--- config.mk ---
export PLATFORM = sky130hd
export DESIGN_NAME = spi_boot_sequencer
export DESIGN_NICKNAME = d
export VERILOG_FILES = /design/src/rtl/spi_boot_pkg.sv /design/src/rtl/spi_boot_sequencer_spi_byte_tx.sv /design/src/rtl/spi_boot_sequencer.sv
export SDC_FILE = /design/constraint.sdc
export NUM_CORES = 1
export LEC_CHECK = 0
export CORE_MARGIN = 3
export CORE_UTILIZATION = 53
export DETAILED_ROUTE_END_ITERATION = 8
export GPL_TIMING_DRIVEN = 0
export PLACE_DENSITY_LB_ADDON = 0.12
export RECOVER_POWER = 25
export SETUP_SLACK_MARGIN = 0.4
export SLEW_MARGIN = 30
export SYNTH_ARGS = -nofsm -noshare
export SYNTH_HDL_FRONTEND = slang
export SYNTH_SLANG_ARGS = --single-unit
--- constraint.sdc ---
create_clock -name clk_48mhz -period 2.1 [get_ports clk_48mhz]
set_input_delay 0.42 -clock clk_48mhz [delete_from_list [all_inputs] [get_ports clk_48mhz]]
set_output_delay 0.42 -clock clk_48mhz [all_outputs]
set_load 0.005 [all_outputs]
--- src/rtl/spi_boot_pkg.sv ---
// Shared types and constants for the SPI boot hand-off sequencer.
package spi_boot_pkg;

    typedef enum logic [2:0] {
        IDLE,
        DRAIN,
        WAKE,
        GAP,
        PROG,
        DONE
    } boot_state_e;

    typedef enum logic [1:0] {
        TX_IDLE,
        TX_SETUP,
        TX_HIGH,
        TX_LOW
    } tx_phase_e;

    localparam logic [7:0] WAKE_CMD_DEFAULT = 8'hAB;

endpackage

--- src/rtl/spi_boot_sequencer_spi_byte_tx.sv ---
// Mode-0, MSB-first single-byte SPI transmitter with a one-cycle CS setup
// ahead of the first SCK rise and a one-cycle done pulse after CS releases.
module spi_byte_tx
    import spi_boot_pkg::*;
#(
    parameter int SCK_DIV = 2
) (
    input  logic       clk_48mhz,
    input  logic       reset_n,
    input  logic       start,
    input  logic [7:0] data,
    output logic       done,
    output logic       cs,
    output logic       sck,
    output logic       mosi
);

    localparam int DIV_W = $clog2(SCK_DIV + 1);
    localparam logic [DIV_W-1:0] DIV_TC = DIV_W'(SCK_DIV);
    localparam logic [3:0] BIT_TC = 4'd8;

    tx_phase_e        phase_q, phase_d;
    logic [DIV_W-1:0] div_q, div_d, div_nxt;
    logic [3:0]       bit_q, bit_d;
    logic [7:0]       sh_q, sh_d;
    logic             cs_q, cs_d;
    logic             sck_q, sck_d;
    logic             done_q, done_d;

    always_comb begin
        phase_d = phase_q;
        div_d   = div_q;
        bit_d   = bit_q;
        sh_d    = sh_q;
        cs_d    = cs_q;
        sck_d   = sck_q;
        done_d  = 1'b0;
        div_nxt = div_q + DIV_W'(1);
        case (phase_q)
            TX_IDLE: begin
                if (start) begin
                    phase_d = TX_SETUP;
                    cs_d    = 1'b0;
                    sh_d    = data;
                    bit_d   = '0;
                    div_d   = '0;
                end
            end
            TX_SETUP: begin
                phase_d = TX_HIGH;
                sck_d   = 1'b1;
                div_d   = '0;
            end
            TX_HIGH: begin
                // MOSI advances on the falling edge so it is stable across the next rise.
                if (div_nxt == DIV_TC) begin
                    phase_d = TX_LOW;
                    sck_d   = 1'b0;
                    div_d   = '0;
                    sh_d    = {sh_q[6:0], 1'b0};
                    bit_d   = bit_q + 4'd1;
                end else begin
                    div_d = div_nxt;
                end
            end
            TX_LOW: begin
                if (div_nxt == DIV_TC) begin
                    div_d = '0;
                    if (bit_q == BIT_TC) begin
                        phase_d = TX_IDLE;
                        cs_d    = 1'b1;
                        done_d  = 1'b1;
                    end else begin
                        phase_d = TX_HIGH;
                        sck_d   = 1'b1;
                    end
                end else begin
                    div_d = div_nxt;
                end
            end
            default: phase_d = TX_IDLE;
        endcase
    end

    always_ff @(posedge clk_48mhz or negedge reset_n) begin
        if (!reset_n) begin
            phase_q <= TX_IDLE;
            div_q   <= '0;
            bit_q   <= '0;
            sh_q    <= '0;
            cs_q    <= 1'b1;
            sck_q   <= 1'b0;
            done_q  <= 1'b0;
        end else begin
            phase_q <= phase_d;
            div_q   <= div_d;
            bit_q   <= bit_d;
            sh_q    <= sh_d;
            cs_q    <= cs_d;
            sck_q   <= sck_d;
            done_q  <= done_d;
        end
    end

    assign done = done_q;
    assign cs   = cs_q;
    assign sck  = sck_q;
    assign mosi = sh_q[7];

endmodule

--- src/rtl/spi_boot_sequencer.sv ---
// Hands the flash bus from the bootloader to an internal wake-up shifter,
// then pulses PROGRAMN to reconfigure the ECP5 into the user image.
//
// state | meaning
// IDLE  | passthrough, waiting for boot_req
// DRAIN | passthrough, waiting for CS_IDLE_CYCLES consecutive CS-high cycles
// WAKE  | bus owned, shifter sends WAKE_CMD
// GAP   | CS held high for flash recovery
// PROG  | PROGRAMN driven low for PROGRAMN_CYCLES
// DONE  | terminal, bus still owned, PROGRAMN released
module spi_boot_sequencer
    import spi_boot_pkg::*;
#(
    parameter int         PROGRAMN_CYCLES = 256,
    parameter int         CS_IDLE_CYCLES  = 16,
    parameter int         SCK_DIV         = 2,
    parameter logic [7:0] WAKE_CMD        = WAKE_CMD_DEFAULT
) (
    input  logic clk_48mhz,
    input  logic reset_n,
    input  logic boot_req,
    input  logic bl_spi_cs,
    input  logic bl_spi_sck,
    input  logic bl_spi_mosi,
    output logic bl_spi_miso,
    output logic spi_cs,
    output logic spi_sck,
    output logic spi_mosi,
    input  logic spi_miso,
    output logic programn,
    output logic busy
);

    localparam int IDLE_W = $clog2(CS_IDLE_CYCLES + 1);
    localparam int PROG_W = $clog2(PROGRAMN_CYCLES + 1);
    localparam logic [IDLE_W-1:0] IDLE_TC = IDLE_W'(CS_IDLE_CYCLES);
    localparam logic [PROG_W-1:0] PROG_TC = PROG_W'(PROGRAMN_CYCLES);

    boot_state_e       state_q, state_d;
    logic [IDLE_W-1:0] idle_cnt_q, idle_cnt_d, idle_nxt;
    logic [PROG_W-1:0] prog_cnt_q, prog_cnt_d, prog_nxt;
    logic              own_q, own_d;
    logic              programn_q, programn_d;
    logic              busy_q, busy_d;
    logic              tx_start;
    logic              tx_done, tx_cs, tx_sck, tx_mosi;

    always_comb begin
        state_d    = state_q;
        idle_cnt_d = idle_cnt_q;
        prog_cnt_d = prog_cnt_q;
        own_d      = own_q;
        programn_d = programn_q;
        tx_start   = 1'b0;
        idle_nxt   = idle_cnt_q + IDLE_W'(1);
        prog_nxt   = prog_cnt_q + PROG_W'(1);
        case (state_q)
            IDLE: begin
                if (boot_req) begin
                    state_d    = DRAIN;
                    idle_cnt_d = '0;
                end
            end
            DRAIN: begin
                // Shifter starts on the same edge ownership flips, so CS drops with own.
                if (!bl_spi_cs) begin
                    idle_cnt_d = '0;
                end else if (idle_nxt == IDLE_TC) begin
                    idle_cnt_d = '0;
                    own_d      = 1'b1;
                    tx_start   = 1'b1;
                    state_d    = WAKE;
                end else begin
                    idle_cnt_d = idle_nxt;
                end
            end
            WAKE: begin
                if (tx_done) begin
                    state_d    = GAP;
                    idle_cnt_d = '0;
                end
            end
            GAP: begin
                if (idle_nxt == IDLE_TC) begin
                    idle_cnt_d = '0;
                    prog_cnt_d = '0;
                    programn_d = 1'b0;
                    state_d    = PROG;
                end else begin
                    idle_cnt_d = idle_nxt;
                end
            end
            PROG: begin
                if (prog_nxt == PROG_TC) begin
                    programn_d = 1'b1;
                    state_d    = DONE;
                end else begin
                    prog_cnt_d = prog_nxt;
                end
            end
            DONE: begin
                state_d = DONE;
            end
            default: state_d = IDLE;
        endcase
        busy_d = (state_d != IDLE);
    end

    always_ff @(posedge clk_48mhz or negedge reset_n) begin
        if (!reset_n) begin
            state_q    <= IDLE;
            idle_cnt_q <= '0;
            prog_cnt_q <= '0;
            own_q      <= 1'b0;
            programn_q <= 1'b1;
            busy_q     <= 1'b0;
        end else begin
            state_q    <= state_d;
            idle_cnt_q <= idle_cnt_d;
            prog_cnt_q <= prog_cnt_d;
            own_q      <= own_d;
            programn_q <= programn_d;
            busy_q     <= busy_d;
        end
    end

    spi_byte_tx #(
        .SCK_DIV(SCK_DIV)
    ) u_tx (
        .clk_48mhz(clk_48mhz),
        .reset_n  (reset_n),
        .start    (tx_start),
        .data     (WAKE_CMD),
        .done     (tx_done),
        .cs       (tx_cs),
        .sck      (tx_sck),
        .mosi     (tx_mosi)
    );

    assign spi_cs      = own_q ? tx_cs   : bl_spi_cs;
    assign spi_sck     = own_q ? tx_sck  : bl_spi_sck;
    assign spi_mosi    = own_q ? tx_mosi : bl_spi_mosi;
    assign bl_spi_miso = spi_miso;
    assign programn    = programn_q;
    assign busy        = busy_q;

endmodule
==> impl_metrics.yaml <==
die:
  rows: 22
  fp.dieH_um: 68.83
  ioPinCount: 13
  coreArea_sq_um: 3744
  start_util_pct: 55.88
  die_area_sq_um: 4737
  fp.dieW_um: 68.83
layout:
  layout_common_cells: "dfrtp_1, nor2_1, nand2_1, buf_4, inv_1"
  diodes: 0
  layout-drive-gt1-share_pct: 27.05
  fin_nets: 255
  fillerInstances: 281
  final_util_pct: 69.65
  layout_commonest_cell: "dfrtp_1"
  area_delta_synth_final_pct: 24.64
sta:
  relSlewSlack_pct: 24.17
  setup_viol: 0
  layout_min_cycle_time_ps: 1838
  skew_ps: 6.687
  rsz0062_at_grt: "yes"
  setup_tns_ps: 0
  worst_pin_slew_ps: 1137
  finalMaxSlewViolations: 0
  final.period_utilization_pct: 87.54
  hold_viol: 0
  setup_ws_ps: 261.8
  max_clock_freq_mhz: 544.0
critical_path:
  r2r_slack_ps: 260
  crit_end: "prog_cnt_q[5]"
  reg2reg_to: "prog_cnt_q[5]"
  r2r-start: "prog_cnt_q[0]"
  path_cells: "ha_4, or4_4, o21ai_4, a2bb2oi_4, a31oi_4, a31oi_1"
  crit_fanout: 8
  path_buf_inv: 0
  worst_path_max_delay_cell: "or4_4"
  cp.depth: 6
  cp-start-kind: "register"
  cp.required_ps: 2310
  critical_path_class: "register to register"
  cp_slowest_stage_delay_ps: 490
  crit_path_end_kind: "register"
  crit_start: "prog_cnt_q[0]"
  arrival_ps: 2050
  path_delay_family: "compound AO/OA/AOI/OAI gates"
  rr_worst_depth: 6
power:
  p_leak_nw: 1.136
  switchingPower_uw: 300.8
  power_density_nw_per_um2: 565.0
  seqPwrFrac_pct: 51.6
  internal_power_mw: 1.172
  swShare_pct: 20.42
  p_total_mw: 1.473
  power_frac_clock_pct: 43.8
  ir_worst_vdd_mv: 0.4340
  share_comb_of_total_power_pct: 4.5
place:
  dp_hpwl_um: 3064
  preCtsSetupSlack_ps: 11.00
  portBuffers: 11
  gp_congestion: 0.8145
cts:
  cts_buffers: 5
  clock_latency_ps: 290
  h-tree-depth: 2
  cts_root_buffer: "clkbuf_8"
  clockBufferDepth: 2
  clkSinkCount: 39
  clkSlewWorstSetupHoldPaths_ps: 80
  cts_tree: "built"
yosys:
  synth.net_count: 224
  synth-edff-count: 0
  netlist_area_sq_um: 2092
  ys_warn_count: 0
  syn_inst: 212
  synth.distinct_cells: 56
  avgSynthCellArea_sq_um: 9.868
  synth_flop_cell: "dfrtp_1"
  synth_top_area_share_pct: 44.26
  synth_top_area_cell: "dfrtp_1"
  synth.area.top_cells: "dfrtp_1, nand2_1, nor2_1"
  ys_ff_latch: 39
  async_flop_share_pct: 100.0
  ys_seq_area_share_pct: 46.77
global_route:
  antenna_found_initial: 0
  grt_pass1_vias: 1672
  grt_pass1_wl_um: 7279
  track_usage_pct: 20.68
  grt_overflow_total: 0
  grt_max_degree: 22
drt:
  ant_nets: 0
  drtIter0Drc: 59
  vias: 1676
  drc: 0
  firstDrtPassIters: 4
  viasPerCell: 5.740
  wl_per_cell_um: 15.28
  wirelength_um: 4461
job:
  drv_cap: 0
worst_hold_path:
  hold_class: "input pin to asynchronous set/reset pin"
status:
  status: "finished, final reports clean"
worst min path at each step:
stage / startpoint / to / slack [ps] / depth (start not counted)
detailed placement: reset_n / prog_cnt_q[4] / 400 / 1
global route: reset_n / prog_cnt_q[4] / 400 / 1
global placement: programn / programn / 460 / 2
floorplan: reset_n / busy / 120 / 0
CTS: reset_n / prog_cnt_q[3] / 90 / 1
finish: reset_n / u_tx.sh_q[4] / 330 / 1
logic make-up after synthesis:
logic type,count (synthesis),synth area share [%]
AND/OR/NAND/NOR,79,19.56
XOR/XNOR,4,1.675
multiplexers,7,3.827
adder cells (fa/ha/maj),5,2.990
flip-flops,39,46.77
AO/OA/AOI/OAI,59,20.99
buffers and inverters,19,4.186
final cells by class:
cell class                 count  area [sq um]  share of cell area (%)
timing repair buffer          24         207.7                   7.965
clock buffer                   6         82.58                   3.167
clock inverter                 2         35.03                   1.344
multi-input combinational    154          1150                   44.10
inverter                      13         48.80                   1.871
sequential                    39         980.9                   37.62
tap                           48         60.06                   2.303
buffer                         6         42.54                   1.631
sequential cells by signal, summed over array words and instances, names as in the netlist:
register / flops
busy: 1
idle_cnt_q: 5
own_q: 1
prog_cnt_q: 9
programn: 1
state_q: 3
u_tx.bit_q: 4
u_tx.cs: 1
u_tx.div_q: 2
u_tx.done: 1
u_tx.phase_q: 2
u_tx.sck: 1
u_tx.sh_q: 8
power by group through the flow:
stage	sequential [mW]	clock, mW	combinational (mW)
floorplan	0.775	0	0.0205
global placement	0.775	0	0.0549
detailed placement	0.776	0	0.0628
CTS	0.760	0.651	0.0673
global route	0.761	0.690	0.0752
finish	0.761	0.646	0.0666
stage by stage:
step           instance area, sq um  std cells  hold slack (ps)
3_5_place_dp                   2297        272            402.3
4_1_cts                        2529        290            89.53
5_1_grt                        2608        292            402.4
2_1_floorplan                  2105        212            124.4
6_report                       2608        292            328.4
3_3_place_gp                   2275        271            457.0
cells in the mapped netlist (2+ instances only):
cell type and n:
nand2_1 20, nor2b_1 3, o22a_1 5, a22o_1 4, dfstp_2 2, nand3_1 8
clkbuf_1 2, or3_1 3, a211oi_1 2, o21ai_0 13, xnor2_1 2, o31ai_1 2
nor4_1 2, buf_4 2, a311oi_1 2, nand3b_1 2, nor2_1 20, ha_1 5
inv_1 12, o21ai_1 3, a31oi_1 8, o21a_1 3, nor3_1 3, dfrtp_1 37
nand4_1 2, a21oi_1 5, nand2b_1 6, mux2i_1 2, xor2_1 2, mux2_2 4
timing repair:
item,CTS,global route
hold endpoints to repair,0,0
hold buffers,0,0
pin swaps,8,9
endpoints found under the setup margin,30,35
setup buffers,10,2
gates resized for setup,18,24
routing by layer:
metal,track usage (%),routed length (um),vias to the layer above
met2,34.56,2287,22
met1,26.04,2032,817
met3,5.348,109,4
met4,6.813,32,0
li1,-,-,833
met5,0,0,-
Note: power is estimated with default switching activity, not from simulation.
